`config.mk`:
```
export PLATFORM = sky130hd
export DESIGN_NAME = imem_loader
export DESIGN_NICKNAME = d
export VERILOG_FILES = /design/src/rtl/imem_loader_pkg.sv /design/src/rtl/imem_loader_packer.sv /design/src/rtl/imem_loader.sv
export SDC_FILE = /design/constraint.sdc
export NUM_CORES = 1
export LEC_CHECK = 0
export BUFFER_PORTS_ARGS = -buffer_cell sky130_fd_sc_hd__buf_4
export CAP_MARGIN = 20
export CORE_ASPECT_RATIO = 1.25
export CORE_MARGIN = 10
export CORE_UTILIZATION = 40
export DETAILED_ROUTE_END_ITERATION = 8
export SLEW_MARGIN = 20
export SYNTH_ARGS = -nofsm -noshare
export SYNTH_HDL_FRONTEND = slang
export SYNTH_HIERARCHICAL = 1
export SYNTH_SLANG_ARGS = --single-unit
export TNS_END_PERCENT = 50
```
`constraint.sdc`:
```
create_clock -name clk -period 4.4 [get_ports clk]
set_input_delay 1.32 -clock clk [delete_from_list [all_inputs] [get_ports clk]]
set_output_delay 1.32 -clock clk [all_outputs]
set_load 0.01 [all_outputs]
```
`src/rtl/imem_loader_pkg.sv`:
```
// rtl/imem_loader_pkg.sv - shared types and constants for the instruction memory loader
package imem_loader_pkg;

    typedef enum logic [2:0] {
        IDLE  = 3'd0,
        HDR0  = 3'd1,
        HDR1  = 3'd2,
        DATA  = 3'd3,
        WRITE = 3'd4,
        CSUM  = 3'd5,
        DONE  = 3'd6,
        ERR   = 3'd7
    } loader_state_t;

    localparam int BYTES_PER_WORD = 4;
    localparam int CSUM_WIDTH     = 8;

endpackage

```
`src/rtl/imem_loader_packer.sv`:
```
// rtl/imem_loader_packer.sv - little-endian byte to word packer (module byte_word_packer)
module byte_word_packer
    import imem_loader_pkg::*;
#(
    parameter int DATA_WIDTH = 32
) (
    input  logic                  clk,
    input  logic                  rst,
    input  logic                  clr,
    input  logic                  byte_valid,
    input  logic [7:0]            byte_data,
    output logic [DATA_WIDTH-1:0] word,
    output logic                  word_ready
);

    logic [1:0]            byte_idx;
    logic [DATA_WIDTH-1:0] word_q;

    // Bytes enter at the top and shift down, so the first byte of a
    // word ends up in bits [7:0] after the last byte arrives.
    always_ff @(posedge clk) begin
        if (rst) begin
            byte_idx <= 2'd0;
            word_q   <= '0;
        end else if (clr) begin
            byte_idx <= 2'd0;
        end else if (byte_valid) begin
            byte_idx <= byte_idx + 2'd1;
            word_q   <= {byte_data, word_q[DATA_WIDTH-1:8]};
        end
    end

    // Combinational so the FSM can leave DATA on the same edge that
    // accepts the last byte of the word.
    assign word_ready = byte_valid && (byte_idx == 2'(BYTES_PER_WORD - 1));
    assign word       = word_q;

endmodule

```
`src/rtl/imem_loader.sv`:
```
// rtl/imem_loader.sv - framed byte stream boot loader driving the fetch block write port
module imem_loader
    import imem_loader_pkg::*;
#(
    parameter int ADDR_WIDTH = 11,
    parameter int DATA_WIDTH = 32,
    parameter int MAX_WORDS  = 2048
) (
    input  logic                  clk,
    input  logic                  rst,
    input  logic                  start,
    input  logic                  rx_valid,
    input  logic [7:0]            rx_data,
    output logic                  rx_ready,
    output logic                  cntlr_wr,
    output logic [ADDR_WIDTH-1:0] cntlr_waddr,
    output logic [DATA_WIDTH-1:0] cntlr_wr_data,
    output logic                  core_hold,
    output logic                  busy,
    output logic                  done,
    output logic                  err,
    output logic [ADDR_WIDTH:0]   words_loaded
);

    loader_state_t          state, state_nx;
    logic [15:0]            len_q;
    logic [CSUM_WIDTH-1:0]  sum_q;
    logic [ADDR_WIDTH:0]    wl_q;
    logic [ADDR_WIDTH:0]    wl_inc;
    logic [15:0]            len_hdr;
    logic                   accept;
    logic                   start_go;
    logic                   idle_like;
    logic                   rx_state;
    logic                   word_ready;
    logic [DATA_WIDTH-1:0]  packed_word;

    assign idle_like = (state == IDLE) || (state == DONE) || (state == ERR);
    assign rx_state  = (state == HDR0) || (state == HDR1) ||
                       (state == DATA) || (state == CSUM);
    assign accept    = rx_valid && rx_ready;
    assign start_go  = idle_like && start;
    assign wl_inc    = wl_q + 1'b1;
    // Full word count as it will stand once the high header byte is taken.
    assign len_hdr   = {rx_data, len_q[7:0]};

    byte_word_packer #(
        .DATA_WIDTH (DATA_WIDTH)
    ) u_packer (
        .clk        (clk),
        .rst        (rst),
        .clr        (state == HDR1),
        .byte_valid (accept && (state == DATA)),
        .byte_data  (rx_data),
        .word       (packed_word),
        .word_ready (word_ready)
    );

    always_ff @(posedge clk) begin
        if (rst) begin
            state <= IDLE;
            len_q <= 16'd0;
            sum_q <= '0;
            wl_q  <= '0;
        end else begin
            state <= state_nx;
            if (start_go) begin
                sum_q <= '0;
                wl_q  <= '0;
            end
            if (accept && (state == HDR0)) begin
                len_q[7:0] <= rx_data;
            end
            if (accept && (state == HDR1)) begin
                len_q[15:8] <= rx_data;
            end
            if (accept && (state == DATA)) begin
                sum_q <= sum_q + rx_data;
            end
            if (state == WRITE) begin
                wl_q <= wl_inc;
            end
        end
    end

    always_comb begin
        state_nx = state;
        case (state)
            IDLE, DONE, ERR: begin
                if (start) state_nx = HDR0;
            end
            HDR0: begin
                if (accept) state_nx = HDR1;
            end
            HDR1: begin
                if (accept) begin
                    if ((len_hdr == 16'd0) || (len_hdr > 16'(MAX_WORDS)))
                        state_nx = ERR;
                    else
                        state_nx = DATA;
                end
            end
            DATA: begin
                if (accept && word_ready) state_nx = WRITE;
            end
            WRITE: begin
                if (16'(wl_inc) == len_q) state_nx = CSUM;
                else                       state_nx = DATA;
            end
            CSUM: begin
                if (accept) begin
                    if (rx_data == sum_q) state_nx = DONE;
                    else                  state_nx = ERR;
                end
            end
            default: state_nx = IDLE;
        endcase
    end

    // All status outputs are decoded from the state register; the sticky
    // done/err flags are simply the terminal states, which start leaves.
    assign rx_ready      = rx_state;
    assign busy          = rx_state || (state == WRITE);
    assign cntlr_wr      = (state == WRITE);
    assign cntlr_waddr   = wl_q[ADDR_WIDTH-1:0];
    assign cntlr_wr_data = packed_word;
    assign core_hold     = (state != DONE);
    assign done          = (state == DONE);
    assign err           = (state == ERR);
    assign words_loaded  = wl_q;

endmodule
```
# --- Word-level counts from Yosys, hierarchy flattened ---
# Cells that the tools add are included.
classes:
  n_addsub: 3
  n_lt_le_gt_ge: 1
  n_eq_ne: 16
  n_mux: 13
  bitwise_logic: 1
  reduce_logical: 22
op_table:
  columns: ["cell", "count"]
  rows:
  - ["12-bit two-way mux", 2]
  - ["3-bit two-way mux", 7]
  - ["3-bit case mux with 6 select lines", 1]
  - ["12-bit by 16-bit == test with 1-bit output", 1]
  - ["16-bit by 12-bit > comparator with 1-bit output (second input constant)", 1]
  - ["16-bit zero test", 1]
  - ["8-bit two-way mux", 2]
  - ["12-bit by 1-bit adder with 12-bit output (second input constant)", 1]
  - ["3-bit == test (second input constant)", 4]
  - ["8-bit adder", 1]
  - ["8-bit == test", 1]
  - ["2-bit != test (second input constant)", 4]
  - ["1-bit logical AND", 7]
  - ["1-bit logical OR", 7]
  - ["3-bit by 2-bit == test with 1-bit output (second input constant)", 2]
  - ["5-bit AND reduction", 1]
  - ["2-bit nonzero test", 2]
  - ["3-bit by 1-bit == test with 1-bit output (second input constant)", 1]
  - ["3-bit zero test", 1]
  - ["3-bit != test (second input constant)", 1]
  - ["3-bit OR reduction", 1]
  - ["2-bit by 1-bit adder with 2-bit output (second input constant)", 1]
  - ["2-bit == test (second input constant)", 1]
  - ["2-bit by 1-bit != test with 1-bit output (second input constant)", 1]
  - ["4 further kinds", 4]
totals:
  register_bits: 73
  wordCells: 63

# --- Logic depth before layout (Yosys ltp) ---
# Gate-level depths: netlist of the first run.
depth:
  depth_word: 10
  depth_mapped: 11
  mapped_depth_nobuf: 10

# --- Modules after synthesis ---
# The synthesis of the first run kept the hierarchy.
by_module_without_submodules:
  columns: ["mod", "instances", "cells_each", "area_per_inst_um2"]
  rows:
  - ["imem_loader", 1, 313, 2477.4]
  - ["byte_word_packer", 1, 123, 1372.6]

# --- Worst setup path after synthesis of the first run ---
# No wires, ideal clock.
synth_timing:
  path_type: "in2reg"
  start: "input rx_valid"
  end: "register state[1]"
  setup_time_ns: 0.086
  arrival_time_ns: 2.868
  slack_ns: 1.447
  cell_stages: 11
  cell_sequence: "nor2b_1 -> nand3_1 -> clkinv_1 -> buf_6 -> and2_1 -> nand2b_1 -> nand2_1 -> nand2_1 -> a31oi_1 -> o21ai_0 -> a211oi_1"
synth_via:
  elab_chain_cells: 6
synth_rtl:
  columns: ["item", "line", "text"]
  rows:
  - ["start: declaration", "imem_loader.sv:12", "input logic rx_valid,"]
  - ["1-bit logical AND", "imem_loader.sv:41", "assign accept = rx_valid && rx_ready;"]
  - ["1-bit logical AND", "imem_loader.sv:53", ".byte_valid (accept && (state == DATA)),"]
  - ["1-bit logical AND", "imem_loader_packer.sv:35", "assign word_ready = byte_valid && (byte_idx == 2'(BYTES_PER_WORD - 1));"]
  - ["net word_ready", "imem_loader.sv:35", "logic word_ready;"]
  - ["1-bit logical AND", "imem_loader.sv:104", "if (accept && word_ready) state_nx = WRITE;"]
  - ["2-bit by 1-bit != test with 1-bit output (no line)", null, null]
  - ["5-bit AND reduction (no line)", null, null]
  - ["end signal: assignment", "imem_loader.sv:66", "state <= state_nx;"]
  - ["end: declaration", "imem_loader.sv:25", "loader_state_t state, state_nx;"]
# The timed path passes the listed nets, and every way through them passes these cells.
# A chain may end at the register's enable or synchronous reset.

# --- Worst setup path after layout of the first run ---
layout_timing:
  start: "register state[1]"
  end: "output cntlr_wr"
layout_via:
  elab_chain_cells: 1
layout_rtl:
  columns: ["item", "line", "text"]
  rows:
  - ["3-bit == test", "imem_loader.sv:124", "assign cntlr_wr = (state == WRITE);"]
  - ["end: declaration", "imem_loader.sv:15", "output logic cntlr_wr,"]
# Every way passes these cells.

==> results of run 1 <==
flip-flops by register name (all words and copies together), names as in the netlist:
name / count
len_q: 16
sum_q: 8
state: 3
u_packer/byte_idx: 2
u_packer/word: 32
words_loaded: 12
cell type report:
class                      instances  area share [%]
clock buffer                      10           5.044
clock inverter                     6           2.429
inverter                          10          0.7922
multi-input combinational        321           45.84
sequential                        73           30.84
tap                              126           3.327
timing repair buffer              74           11.72
cell families (layout without fill, tap and decap cells):
family	Yosys count	in the layout	synth area share, %
DFF	73	73	37.96
muxes	35	35	9.100
adders and majority gates	10	10	3.445
AOI/OAI and AO/OA	90	90	14.53
buffers and inverters	42	100	5.687
and+or+nand+nor	165	165	24.50
xor gates and xnor gates	21	21	4.777
Yosys cell counts (2+ instances only):
master / instances / area (um^2)
and3_1: 3 / 18.77
nand3b_1: 2 / 15.01
nand4bb_1: 8 / 90.09
and2_1: 2 / 12.51
nor4_1: 4 / 25.02
inv_1: 9 / 33.78
a211oi_1: 2 / 15.01
buf_6: 2 / 22.52
nand2_1: 30 / 112.6
nor2_1: 38 / 142.6
a22oi_1: 8 / 60.06
or2_2: 2 / 12.51
a21o_1: 4 / 30.03
o31ai_1: 4 / 30.03
or4_1: 3 / 22.52
nand3_1: 7 / 35.03
nand2b_1: 36 / 225.2
or3_1: 3 / 18.77
mux2i_1: 35 / 350.3
o2bb2ai_1: 2 / 17.52
o21ai_0: 16 / 80.08
nand4_1: 3 / 18.77
clkbuf_1: 16 / 60.06
xor2_1: 7 / 61.31
a31o_2: 3 / 26.28
a31oi_1: 4 / 25.02
dfxtp_1: 73 / 1461
xnor2_1: 14 / 122.6
buf_4: 12 / 90.09
a21oi_1: 29 / 145.1
o22ai_1: 3 / 18.77
nor2b_1: 3 / 18.77
ha_1: 9 / 112.6
o21ai_1: 4 / 20.02
o211ai_1: 3 / 22.52
nor3_1: 11 / 55.05
o21bai_1: 2 / 15.01
nand3_2: 2 / 20.02
final timing paths:
check,depth (start not counted),to,from,slack [ns]
setup / recovery,4,cntlr_wr,state[1],1.00
hold / removal,2,u_packer/word[0],u_packer/word[0],0.48
setup reg to reg,7,words_loaded[11],state[1],1.56
hold reg to reg,2,u_packer/word[0],u_packer/word[0],0.48
metrics by stage:
stage	worst slack [ns]	std cells	hold slack [ns]
3_5_place_dp	1.199	604	0.4709
6_report	1.004	620	0.4750
3_3_place_gp	1.265	604	0.4634
4_1_cts	1.008	620	0.4799
2_1_floorplan	1.447	436	0.4511
5_1_grt	0.8412	620	0.5012
worst min-delay path: cells and delay by family (launching register included):
kind | cells | cell delay (ns)
simple gates | 1 | 0.06
mux | 1 | 0.06
flops | 1 | 0.31
metal layers:
layer  vias to the layer above  track usage, %
li1                       1650               -
met1                      1526           17.24
met2                        89           24.65
met3                        16           3.130
met4                         0           7.008
met5                         -               0
power by group:
part | switching [mW] | internal [mW]
logic | 0.287 | 0.211
registers | 0.0709 | 0.701
clock network | 0.285 | 0.571
total | 0.643 | 1.48
==> results.md, run 1 <==
- **Highest Signal Layer** met4
- **type of the worst setup path** reg2out
- **hold buffer count at cts** 0
- **Top Ports** 73
- **fin crit period** 3.396 ns
- **Antenna Nets Post-Route** 0
- **maximum root-to-sink buffer count** 2
- **number of different library cells in the post-synthesis netlist** 56
- **Post-Layout Inst Area** 4738 um^2
- **starting density of the core** 40.49%
- **violation count after the first detailed-routing iteration** 150
- **post-route core utilization** 49.83%
- **setup_tns** 0 ns
- **Multi-input gate area** 2172 um^2
- **overall die area** 13,970 um^2
- **data arrival time of the critical path** 2.08 ns
- **clock tree from TritonCTS** done
- **required time of the worst setup path** 3.08 ns
- **slowest cell on the critical path** dfxtp_1
- **highest clock rate** 294.5 MHz
- **Post-synth top flop** dfxtp_1
- **clk slew on worst S/H paths** 0.06 ns
- **worst skew pair latency** 0.33 ns
- **signed area change from the synthesized netlist to the final layout** 23.07%
- **maximum vdd ir drop** 0.1829 mV
- **FF+latch area** 1461 um^2
- **antenna violations before repair** 0
- **area inside the core boundary** 9509 um^2
- **Total Wirelength** 10,020 um
- **clock root buffer** clkbuf_16
- **net count reported at finish** 511
- **Post-synth ARST share** 0%
- **ratio of cells with drive above 1 in the final layout** 21.26%
- **max-slew headroom at the worst pin** 32.59%
- **class of the tightest hold or removal check** reg2reg
- **Setup violations, final** 0
- **sum of met3 wire segment lengths after detailed routing** 508 um
- **H-Tree Depth** 3
- **# fillers** 916
- **Top Family by Delay on Critical Path** simple AND/OR/NAND/NOR gates
- **post-detailed-route DRC marker count** 0
- **Worst Max-Slew Pin Slew** 1.011 ns
- **number of cell rows** 40
- **number of setup buffers added after CTS** 0
- **standard cell area after detailed placement** 4384 um^2
- **port buffer count** 72
- **worst path cell trace** nor2_1 -> nand2_1 -> inv_1 -> buf_4
- **highest cell delay on the worst timing path** 0.59 ns
- **leading cell type in the layout, fill and taps excluded** buf_4
- **post-cts repair resize count** 0
- **Warnings, synthesis** 6
- **period utilization** 77.18%
- **portion of the post-synthesis area used by sequential elements** 37.96%
- **RSZ-0062 raised after global routing** no
- **synthesized net count** 458
- **top fanout value on the critical path** 17
- **crit path capture type** primary output
- **number of max-cap violations** 0
- **number of max-slew violations in the final report** 0
- **crit start category** register
- **Routed met1 length** 4458 um
- **global-route wire length before repair** 16,600 um
- **met2 wire length** 4831 um
- **pwr/cell area** 448.6 nW/um^2
- **count of mapped cells out of synthesis** 436
- **Worst Path Buf+Inv** 2
- **EDFF count, synth** 0
- **1st-pass router iterations** 4
- **horizontal die dimension** 107.8 um
- **via count normalized by instance count** 5.292
- **total grt overflow** 0
- **overall power after layout** 2.126 mW
- **vias in the first global route** 3,325
- **total via count in the routed design** 3,281
- **Ant. Diodes** 0
- **Die Height** 129.7 um
- **DP Wirelength** 7353 um
- **CTS sink cnt** 73
- **flip-flop and latch count after synthesis** 73
- **Max Clock Skew** 0.005092 ns
- **most frequent cells in the layout** buf_4, dfxtp_1, nor2_1
- **LEAKAGE** 1.937 nW
- **cell area after synthesis** 3850 um^2
- **Routed wire per std cell** 16.16 um
- **total CTS buffers** 9
- **pin count of the biggest net entering global routing** 84
- **final weighted congestion in routability-driven placement** 0.8334
- **Mean Syn Cell Area** 8.830 um^2
- **final hold violation count** 0
- **run status** completed
- **overall fraction of global-route tracks in use** 14.64%
Note: power is estimated with default switching activity, not from simulation.
==> run 2, diff against run 1 <==
--- a/config.mk
+++ b/config.mk
@@ -5,6 +5,7 @@
 export SDC_FILE = /design/constraint.sdc
 export NUM_CORES = 1
 export LEC_CHECK = 0
+export ABC_AREA = 1
 export BUFFER_PORTS_ARGS = -buffer_cell sky130_fd_sc_hd__buf_4
 export CAP_MARGIN = 20
 export CORE_ASPECT_RATIO = 1.25
==> constraint.sdc (replaced) <==
create_clock -name clk -period 2.9 [get_ports clk]
set_input_delay 0.87 -clock clk [delete_from_list [all_inputs] [get_ports clk]]
set_output_delay 0.87 -clock clk [all_outputs]
set_load 0.01 [all_outputs]
==> results.md, run 2 <==
- **DP Wirelength** 7913 um
- **Routed wire per std cell** 13.52 um
- **clock tree from TritonCTS** done
- **Mean Syn Cell Area** 6.503 um^2
- **number of flip-flops under the largest register name** 32
- **horizontal die dimension** 109.2 um
- **H-Tree Depth** 3
- **clock root buffer** clkbuf_16
- **leading cell type in the layout, fill and taps excluded** nand2_1
- **vias in the first global route** 3,549
- **most frequent cells in the layout** nand2_1, nor2_1, inv_1
- **standard cell area after detailed placement** 4511 um^2
- **EDFF count, synth** 0
- **clk slew on worst S/H paths** 0.06 ns
- **Total Wirelength** 10,790 um
- **1st-pass router iterations** 5
- **max-slew headroom at the worst pin** 30.39%
- **period utilization** 81.35%
- **global-route wire length before repair** 17,780 um
- **signed area change from the synthesized netlist to the final layout** 21.97%
- **crit start category** register
- **Post-synth top flop** dfxtp_1
- **setup_tns** 0 ns
- **Synth area leader** dfxtp_1
- **worst setup slack after placement** 0.4086 ns
- **area inside the core boundary** 9659 um^2
- **worst skew pair latency** 0.34 ns
- **# fillers** 993
- **LEAKAGE** 2.135 nW
- **maximum vdd ir drop** 0.3882 mV
- **antenna violations before repair** 0
- **highest clock rate** 423.9 MHz
- **pin count of the biggest net entering global routing** 36
- **Post-synth ARST share** 0%
- **flip-flop and latch count after synthesis** 73
- **CTS sink cnt** 73
- **number of setup buffers added after CTS** 0
- **most common cell in the netlist** nand2_1
- **class of the tightest hold or removal check** reg2reg
- **total via count in the routed design** 3,858
- **Post-Layout Inst Area** 4855 um^2
- **post-detailed-route DRC marker count** 0
- **violation count after the first detailed-routing iteration** 183
- **number of different library cells in the post-synthesis netlist** 33
- **total grt overflow** 0
- **Worst Max-Slew Pin Slew** 1.043 ns
- **Top Ports** 73
- **final weighted congestion in routability-driven placement** 0.9225
- **ratio of cells with drive above 1 in the final layout** 16.82%
- **share of Yosys cell area claimed by the top area cell type** 36.72%
- **via count normalized by instance count** 4.835
- **type of the worst setup path** reg2out
- **post-layout worst setup margin** 0.5407 ns
- **maximum root-to-sink buffer count** 2
- **final hold violation count** 0
- **number of max-slew violations in the final report** 0
- **Warnings, synthesis** 6
- **portion of the post-synthesis area used by sequential elements** 36.72%
- **run status** completed
- **synth top area cells** dfxtp_1, nand2_1, nor2_1
- **Setup violations, final** 0
- **port buffer count** 72
- **required time of the worst setup path** 2.03 ns
- **Antenna Nets Post-Route** 0
- **overall die area** 14,370 um^2
- **hold buffer count at cts** 0
- **pwr/cell area** 717.3 nW/um^2
- **overall fraction of global-route tracks in use** 15.07%
- **top fanout value on the critical path** 5
- **Synth top cells by count** nand2_1, nor2_1, inv_1
- **total CTS buffers** 9
- **count of mapped cells out of synthesis** 612
- **net count reported at finish** 689
- **Die Height** 131.5 um
- **Max Clock Skew** 0.004078 ns
- **fin crit period** 2.359 ns
- **synthesized net count** 634
- **Ant. Diodes** 0
- **data arrival time of the critical path** 1.49 ns
- **starting density of the core** 41.20%
- **post-cts repair resize count** 0
- **overall power after layout** 3.482 mW
- **number of cell rows** 40
- **post-route core utilization** 50.26%
- **cell area after synthesis** 3980 um^2
- **number of max-cap violations** 0
- **crit path capture type** primary output
- **RSZ-0062 raised after global routing** no
[run 2: cell count changes after synthesis, moves of 8 or more]
| cell | before | now |
|---|---|---|
| nand2_1 | 30 | 142 |
| inv_1 | 9 | 80 |
| nor2_1 | 38 | 98 |
| nand3_1 | 7 | 65 |
| nand2b_1 | 36 | 0 |
| mux2i_1 | 35 | 0 |
| xnor2_1 | 14 | 1 |
| a21oi_1 | 29 | 41 |
| clkbuf_1 | 16 | 7 |
| nor3_1 | 11 | 2 |
| a22oi_1 | 8 | 0 |
| nand4bb_1 | 8 | 0 |
[run 2: per-layer routing]
layer / global-route usage, % / wire length, um / vias to the layer above
li1: - / - / 2036
met5: 0 / 0 / -
met3: 3.620 / 711 / 14
met1: 18.99 / 4731 / 1721
met2: 24.12 / 5187 / 87
met4: 5.435 / 156 / 0
[run 2: layout make-up]
| cell class | instances | area [um^2] | share of cell area (%) |
|---|---|---|---|
| well taps | 126 | 157.7 | 3.247 |
| repair buffers | 77 | 578.1 | 11.91 |
| flip-flops and latches | 73 | 1461 | 30.10 |
| inverters | 85 | 319.1 | 6.572 |
| multi-input cells | 421 | 1994 | 41.08 |
| clock inverters | 6 | 115.1 | 2.371 |
| clock buffers | 10 | 229.0 | 4.716 |
[run 2: cells by family (layout without fill, tap and decap cells)]
logic type,Yosys count,after routing,share of synthesized area [%]
buf+inv,118,178,13.17
fa+ha+maj,10,10,3.332
xor+xnor,3,3,0.6603
flops,73,73,36.72
simple gates,337,337,36.72
compound gates,71,71,9.400
[run 2: where the power goes]
part / internal [mW] / switching (mW) / total [mW]
combinational: 0.344 / 0.641 / 0.985
clock: 0.845 / 0.443 / 1.29
sequential: 1.12 / 0.0857 / 1.21
total: 2.31 / 1.17 / 3.48
[run 2: per-stage QoR]
stage / instances / hold slack, ns
final: 798 / 0.4730
after global routing: 798 / 0.4974
after CTS: 798 / 0.4725
after detailed placement: 782 / 0.4636
after global placement: 782 / 0.4536
after floorplan: 612 / 0.4386
[run 2: path summary, 6_finish.rpt]
kind              startpoint  endpoint  slack, ns  cells after the start
max                 state[0]      busy       0.54                      7
min reg2reg         sum_q[3]  sum_q[3]       0.47                      2
max reg2reg  words_loaded[0]  state[1]       0.90                     12
min                 sum_q[3]  sum_q[3]       0.47                      2
[run 2: worst max-delay path: stages, from the launching register on]
cell     delay (ns)
dfxtp_1        0.42
inv_2          0.09
nor2_1         0.19
inv_2          0.06
nand2_1        0.13
nor2_1         0.08
inv_2          0.07
buf_4          0.11
